--- config.mk ---
export PLATFORM = sky130hd
export DESIGN_NAME = mem_sequencer
export DESIGN_NICKNAME = d
export VERILOG_FILES = /design/src/rtl/mem_sequencer_pkg.sv /design/src/rtl/mem_sequencer_load_extend.sv /design/src/rtl/mem_sequencer.sv
export SDC_FILE = /design/constraint.sdc
export NUM_CORES = 1
export LEC_CHECK = 0
export CORE_MARGIN = 3
export CORE_UTILIZATION = 55
export CTS_CLUSTER_DIAMETER = 200
export DETAILED_ROUTE_END_ITERATION = 10
export PLACE_DENSITY = 0.86
export SYNTH_ARGS = -nofsm -noshare
export SYNTH_HDL_FRONTEND = slang
export SYNTH_SLANG_ARGS = --single-unit
--- constraint.sdc ---
create_clock -name clk_in -period 25.2 [get_ports clk_in]
set_input_delay 7.56 -clock clk_in [delete_from_list [all_inputs] [get_ports clk_in]]
set_output_delay 7.56 -clock clk_in [all_outputs]
set_load 0.01 [all_outputs]
--- src/rtl/mem_sequencer_pkg.sv ---
// Shared encodings and helpers for the byte-serial memory sequencer.
package mem_sequencer_pkg;

  typedef enum logic [2:0] {
    IDLE    = 3'd0,
    READ    = 3'd1,
    WRITE   = 3'd2,
    IO_WAIT = 3'd3,
    DONE    = 3'd4
  } state_t;

  localparam logic [1:0] WIDTH_B      = 2'b00;
  localparam logic [1:0] WIDTH_H      = 2'b01;
  localparam logic [1:0] WIDTH_W      = 2'b10;
  localparam int         UNSIGNED_BIT = 2;

  // The UART and other IO devices live where addr[17:16] == 2'b11.
  function automatic logic is_io(input logic [31:0] addr);
    return addr[17:16] == 2'b11;
  endfunction

  // Index of the final byte of an access of the given size.
  function automatic logic [2:0] last_idx(input logic [1:0] size);
    case (size)
      WIDTH_B: return 3'd0;
      WIDTH_H: return 3'd1;
      default: return 3'd3;
    endcase
  endfunction

  function automatic logic [7:0] byte_of(input logic [31:0] word, input logic [2:0] idx);
    case (idx[1:0])
      2'd0:    return word[7:0];
      2'd1:    return word[15:8];
      2'd2:    return word[23:16];
      default: return word[31:24];
    endcase
  endfunction

endpackage

--- src/rtl/mem_sequencer_load_extend.sv ---
// Sign- or zero-extends a reassembled load word according to the access width.
module mem_sequencer_load_extend
  import mem_sequencer_pkg::*;
(
  input  logic [31:0] raw,
  input  logic [2:0]  width,
  output logic [31:0] data
);

  logic is_unsigned;
  assign is_unsigned = width[UNSIGNED_BIT];

  always_comb begin
    data = raw;
    case (width[1:0])
      WIDTH_B: data = is_unsigned ? {24'b0, raw[7:0]}  : {{24{raw[7]}}, raw[7:0]};
      WIDTH_H: data = is_unsigned ? {16'b0, raw[15:0]} : {{16{raw[15]}}, raw[15:0]};
      default: data = raw;
    endcase
  end

endmodule

--- src/rtl/mem_sequencer.sv ---
// Arbitrates fetch and load/store ports onto the 8-bit RAM/IO bus, one byte per cycle,
// reassembling read data and stalling IO writes while the UART FIFO is full.
module mem_sequencer
  import mem_sequencer_pkg::*;
(
  input  logic        clk_in,
  input  logic        rst_in,
  input  logic        rdy_in,
  input  logic        if_req,
  input  logic [31:0] if_addr,
  input  logic        if_flush,
  output logic        if_done,
  output logic [31:0] if_data,
  input  logic        ls_req,
  input  logic        ls_wr,
  input  logic [2:0]  ls_width,
  input  logic [31:0] ls_addr,
  input  logic [31:0] ls_wdata,
  output logic        ls_done,
  output logic [31:0] ls_rdata,
  input  logic [7:0]  mem_din,
  output logic [7:0]  mem_dout,
  output logic [31:0] mem_a,
  output logic        mem_wr,
  input  logic        io_buffer_full
);

  state_t      state_reg, state_next;
  logic [2:0]  cnt_reg, cnt_next;
  logic [31:0] mem_a_reg, mem_a_next;
  logic [7:0]  dout_reg, dout_next;
  logic        wr_reg, wr_next;
  logic        if_done_reg, if_done_next;
  logic        ls_done_reg, ls_done_next;
  logic [31:0] if_data_reg, if_data_next;
  logic [31:0] ls_rdata_reg, ls_rdata_next;
  logic [31:0] raw_reg, raw_next;
  logic        fetch_reg, fetch_next;
  logic [2:0]  width_reg, width_next;
  logic [31:0] base_reg, base_next;
  logic [31:0] wdata_reg, wdata_next;

  logic [31:0] raw_cap;
  logic [31:0] ext_data;
  logic [2:0]  cnt_inc;
  logic        last_byte;

  assign cnt_inc   = cnt_reg + 3'd1;
  assign last_byte = (cnt_reg == last_idx(width_reg[1:0]));

  // Incoming byte lands in lane cnt; other lanes keep what was already captured.
  generate
    for (genvar gi = 0; gi < 4; gi++) begin : g_cap
      assign raw_cap[8*gi +: 8] = (cnt_reg == 3'(gi)) ? mem_din : raw_reg[8*gi +: 8];
    end
  endgenerate

  mem_sequencer_load_extend u_load_extend (
    .raw   (raw_cap),
    .width (width_reg),
    .data  (ext_data)
  );

  always_comb begin
    state_next    = state_reg;
    cnt_next      = cnt_reg;
    mem_a_next    = mem_a_reg;
    dout_next     = dout_reg;
    wr_next       = wr_reg;
    if_done_next  = 1'b0;
    ls_done_next  = 1'b0;
    if_data_next  = if_data_reg;
    ls_rdata_next = ls_rdata_reg;
    raw_next      = raw_reg;
    fetch_next    = fetch_reg;
    width_next    = width_reg;
    base_next     = base_reg;
    wdata_next    = wdata_reg;

    case (state_reg)
      IDLE: begin
        wr_next = 1'b0;
        if (ls_req) begin
          fetch_next = 1'b0;
          width_next = ls_width;
          base_next  = ls_addr;
          wdata_next = ls_wdata;
          mem_a_next = ls_addr;
          cnt_next   = 3'd0;
          raw_next   = '0;
          if (ls_wr) begin
            dout_next = ls_wdata[7:0];
            if (is_io(ls_addr) && io_buffer_full) begin
              state_next = IO_WAIT;
            end else begin
              wr_next    = 1'b1;
              state_next = WRITE;
            end
          end else begin
            state_next = READ;
          end
        end else if (if_req && !if_flush) begin
          fetch_next = 1'b1;
          width_next = {1'b0, WIDTH_W};
          base_next  = if_addr;
          mem_a_next = if_addr;
          cnt_next   = 3'd0;
          raw_next   = '0;
          state_next = READ;
        end
      end

      READ: begin
        if (fetch_reg && if_flush) begin
          // Flush beats a simultaneous capture; the partial word is dropped.
          cnt_next   = 3'd0;
          state_next = IDLE;
        end else begin
          raw_next   = raw_cap;
          mem_a_next = base_reg + {29'b0, cnt_inc};
          if (last_byte) begin
            cnt_next = 3'd0;
            if (fetch_reg) begin
              if_data_next = raw_cap;
              if_done_next = 1'b1;
            end else begin
              ls_rdata_next = ext_data;
              ls_done_next  = 1'b1;
            end
            state_next = DONE;
          end else begin
            cnt_next = cnt_inc;
          end
        end
      end

      WRITE: begin
        if (last_byte) begin
          wr_next      = 1'b0;
          cnt_next     = 3'd0;
          ls_done_next = 1'b1;
          state_next   = DONE;
        end else begin
          cnt_next   = cnt_inc;
          mem_a_next = base_reg + {29'b0, cnt_inc};
          dout_next  = byte_of(wdata_reg, cnt_inc);
          if (is_io(base_reg + {29'b0, cnt_inc}) && io_buffer_full) begin
            wr_next    = 1'b0;
            state_next = IO_WAIT;
          end else begin
            wr_next = 1'b1;
          end
        end
      end

      IO_WAIT: begin
        wr_next = 1'b0;
        if (!io_buffer_full) begin
          wr_next    = 1'b1;
          state_next = WRITE;
        end
      end

      DONE: begin
        wr_next    = 1'b0;
        state_next = IDLE;
      end

      default: begin
        wr_next    = 1'b0;
        cnt_next   = 3'd0;
        state_next = IDLE;
      end
    endcase
  end

  always_ff @(posedge clk_in or posedge rst_in) begin
    if (rst_in) begin
      state_reg    <= IDLE;
      cnt_reg      <= 3'd0;
      mem_a_reg    <= '0;
      dout_reg     <= '0;
      wr_reg       <= 1'b0;
      if_done_reg  <= 1'b0;
      ls_done_reg  <= 1'b0;
      if_data_reg  <= '0;
      ls_rdata_reg <= '0;
      raw_reg      <= '0;
      fetch_reg    <= 1'b0;
      width_reg    <= '0;
      base_reg     <= '0;
      wdata_reg    <= '0;
    end else if (rdy_in) begin
      state_reg    <= state_next;
      cnt_reg      <= cnt_next;
      mem_a_reg    <= mem_a_next;
      dout_reg     <= dout_next;
      wr_reg       <= wr_next;
      if_done_reg  <= if_done_next;
      ls_done_reg  <= ls_done_next;
      if_data_reg  <= if_data_next;
      ls_rdata_reg <= ls_rdata_next;
      raw_reg      <= raw_next;
      fetch_reg    <= fetch_next;
      width_reg    <= width_next;
      base_reg     <= base_next;
      wdata_reg    <= wdata_next;
    end
  end

  // Gated combinationally so a stalled cycle can never commit an IO byte twice.
  assign mem_wr   = wr_reg & rdy_in;
  assign mem_a    = mem_a_reg;
  assign mem_dout = dout_reg;
  assign if_done  = if_done_reg;
  assign ls_done  = ls_done_reg;
  assign if_data  = if_data_reg;
  assign ls_rdata = ls_rdata_reg;

endmodule

==> flow_summary.ini <==
[run_status]
outcome = finished, final reports clean

[grt]
grt_max_degree = 130
gr-usage-met3_pct = 5.190
met1_usage_pct = 32.75
grt_util_all_layers_pct = 25.03
grt_antenna_before_repair = 2
grt_pass1_wl_um = 40990
grt_use_met2_pct = 41.81
grt_pass1_vias = 8132
busiest_layer = met2
globalRouteOverflowTotal = 0

[clock_network]
numCtsBuffers = 22
cts_sinks = 213
clk_path_buf_depth = 3
hold_buffers = 0
cts_tree = done
root_buffer = clkbuf_16
cts.clk_slew.worst_paths_ns = 0.06
h-tree-depth = 1
cts_resized = 0
cts_setup_buffers = 0
clk_latency_ns = 0.50

[yosys]
async_reset_ff_share_pct = 100.0
syn_area_mm2 = 0.01001
syn_inst = 981
yosysTopAreaCell = dfrtp_1
synth.distinct_cells = 52
ys_ff_latch = 213
synth_edf_count = 0
synth_area_leaders = dfrtp_1 53%, mux2i_1 6.5%, nand2_1 5.0%
synthFlopType = dfrtp_1
synth_fp_nets = 1107
synth.top_cell.area_share_pct = 53.25
yosysWarnings = 0
yosysSeqAreaShare_pct = 53.25
syn_area_per_cell_um2 = 10.20

[sta]
slew_headroom_pct = 17.38
worst_pin_slew_ns = 1.239
holdWs_ns = 0.4760
worst_slack_ns = 8.615
drv_slew = 0
final-hold-violation-count = 0
tns_ns = 0
rsz0062_at_grt = false
fmax_mhz = 60.29
setup_viol = 0
min_period_ns = 16.59
min_period_over_period_pct = 65.82
finalClockSkew_ns = 0.003796

[layout]
antennaDiodeCount = 0
fin_cells = 1408
num-nets-final = 1293
final_area_mm2 = 0.01307
fin_util_pct = 74.52
synthToLayoutAreaGrowth_pct = 30.56
drive_gt1_share_pct = 7.861

[critical_path]
worstPathArrival_ns = 9.03
critPathLaunchType = input port
end_kind = output pin
worst-path-max-fanout = 14
critPathRequiredTime_ns = 17.64
worstSetupPathType = input port to output pin

[pwr]
power.density_mw_per_mm2 = 116.3
ir_worst_vdd_mv = 0.07179
p_total_mw = 1.519
power_leakage_nw = 5.703

[routing]
drc = 0
dr.pass1.iters = 5
wl_per_cell_um = 18.17
drtAntennaViolNets = 0
first_iter_violations = 568
vias = 8240
vias_per_cell = 5.852
wl_um = 25580

[min_path]
hp-class = flop to flop

[floorplanning]
die_width_um = 140.9
rows = 48
die_area_mm2 = 0.01985
core-area_mm2 = 0.01754
boundaryPins = 222
die_h_um = 140.9
initial_utilization_pct = 57.08

[placed_design]
routabilityCongestion = 0.8921
placed_area_mm2 = 0.01232
dp_hpwl_um = 17020
dp.cells = 1368
dp_slack_ns = 8.631
port_buffers = 221

[run]
maxCapViolCount = 0
[Yosys cell counts (12+ instances only)]
cell type and count:
mux2i_1 65, a21oi_1 63, a21o_1 12, nand2_1 133, o31ai_1 26, mux2_2 33
nor2_1 94, clkbuf_1 48, o21ai_0 96, xnor2_1 14, dfrtp_1 213, o32a_1 16
buf_2 17, xor2_1 15
[path summary, 6_finish.rpt]
check | depth (start not counted) | slack, ns | to | from
min | 2 | 0.48 | raw_reg[7] | raw_reg[7]
min in group asynchronous | 2 | 7.66 | if_data[6] | rst_in
max reg2reg | 6 | 21.75 | ls_rdata[16] | cnt_reg[1]
max in group asynchronous | 3 | 15.92 | base_reg[28] | rst_in
min reg2reg | 2 | 0.48 | raw_reg[7] | raw_reg[7]
max | 3 | 8.61 | mem_wr | rdy_in
[worst max-delay path, cell delays in order]
cell	delay, ns
clkdlybuf4s50_1	0.73
and2_1	0.20
clkdlybuf4s50_1	0.53
[final cells by class]
cell class	instances	area (µm²)
Clock inverter	10	113.9
Tap cell	225	281.5
Sequential cell	213	5330
Timing Repair Buffer	231	2282
Fill cell	1230	4468
Inverter	11	48.80
Clock buffer	30	631.9
Multi-Input combinational cell	688	4380
[layer usage]
metal / share of wire (%) / vias up
li1: - / 3836
met1: 41 / 4008
met2: 49 / 327
met3: 7.1 / 65
met4: 3.0 / 4
met5: 0.082 / -
[placed cells by master, fill, tap and decap left out, types with 4 or more instances in the layout]
master and count:
nor2_1 94, xor2_1 15, nor2b_1 7, o21ai_1 9, clkbuf_16 23, mux2i_1 65, a22o_1 9, a222oi_1 9
mux2_2 33, a21o_1 12, clkbuf_1 4, clkdlybuf4s50_1 220, ha_1 10, xnor2_1 14, and4_1 4, and3_1 9
nand4_1 8, nand2_1 133, o21ai_0 96, o31ai_1 26, dfrtp_1 213, o22a_1 8, o32a_1 16, buf_4 10
clkinvlp_4 4, inv_1 9, a21oi_1 63, nor3_1 4, nand3_1 7
[where the power goes]
part           switching (mW)  internal [mW]  total [mW]
clock                   0.133          0.197       0.330
sequential              0.105          0.476       0.581
combinational           0.313          0.296       0.609
total                   0.550          0.970        1.52
[logic make-up after synthesis]
| kind of cell | Yosys count | synth area share, % |
|---|---|---|
| buffers and inverters | 80 | 3.212 |
| AO/OA/AOI/OAI | 264 | 16.78 |
| flip-flops | 213 | 53.25 |
| multiplexers | 98 | 10.21 |
| XOR/XNOR | 29 | 2.538 |
| AND/OR/NAND/NOR | 286 | 12.56 |
| adder cells (fa/ha/maj) | 11 | 1.450 |
(Power assumes the default switching activity.)
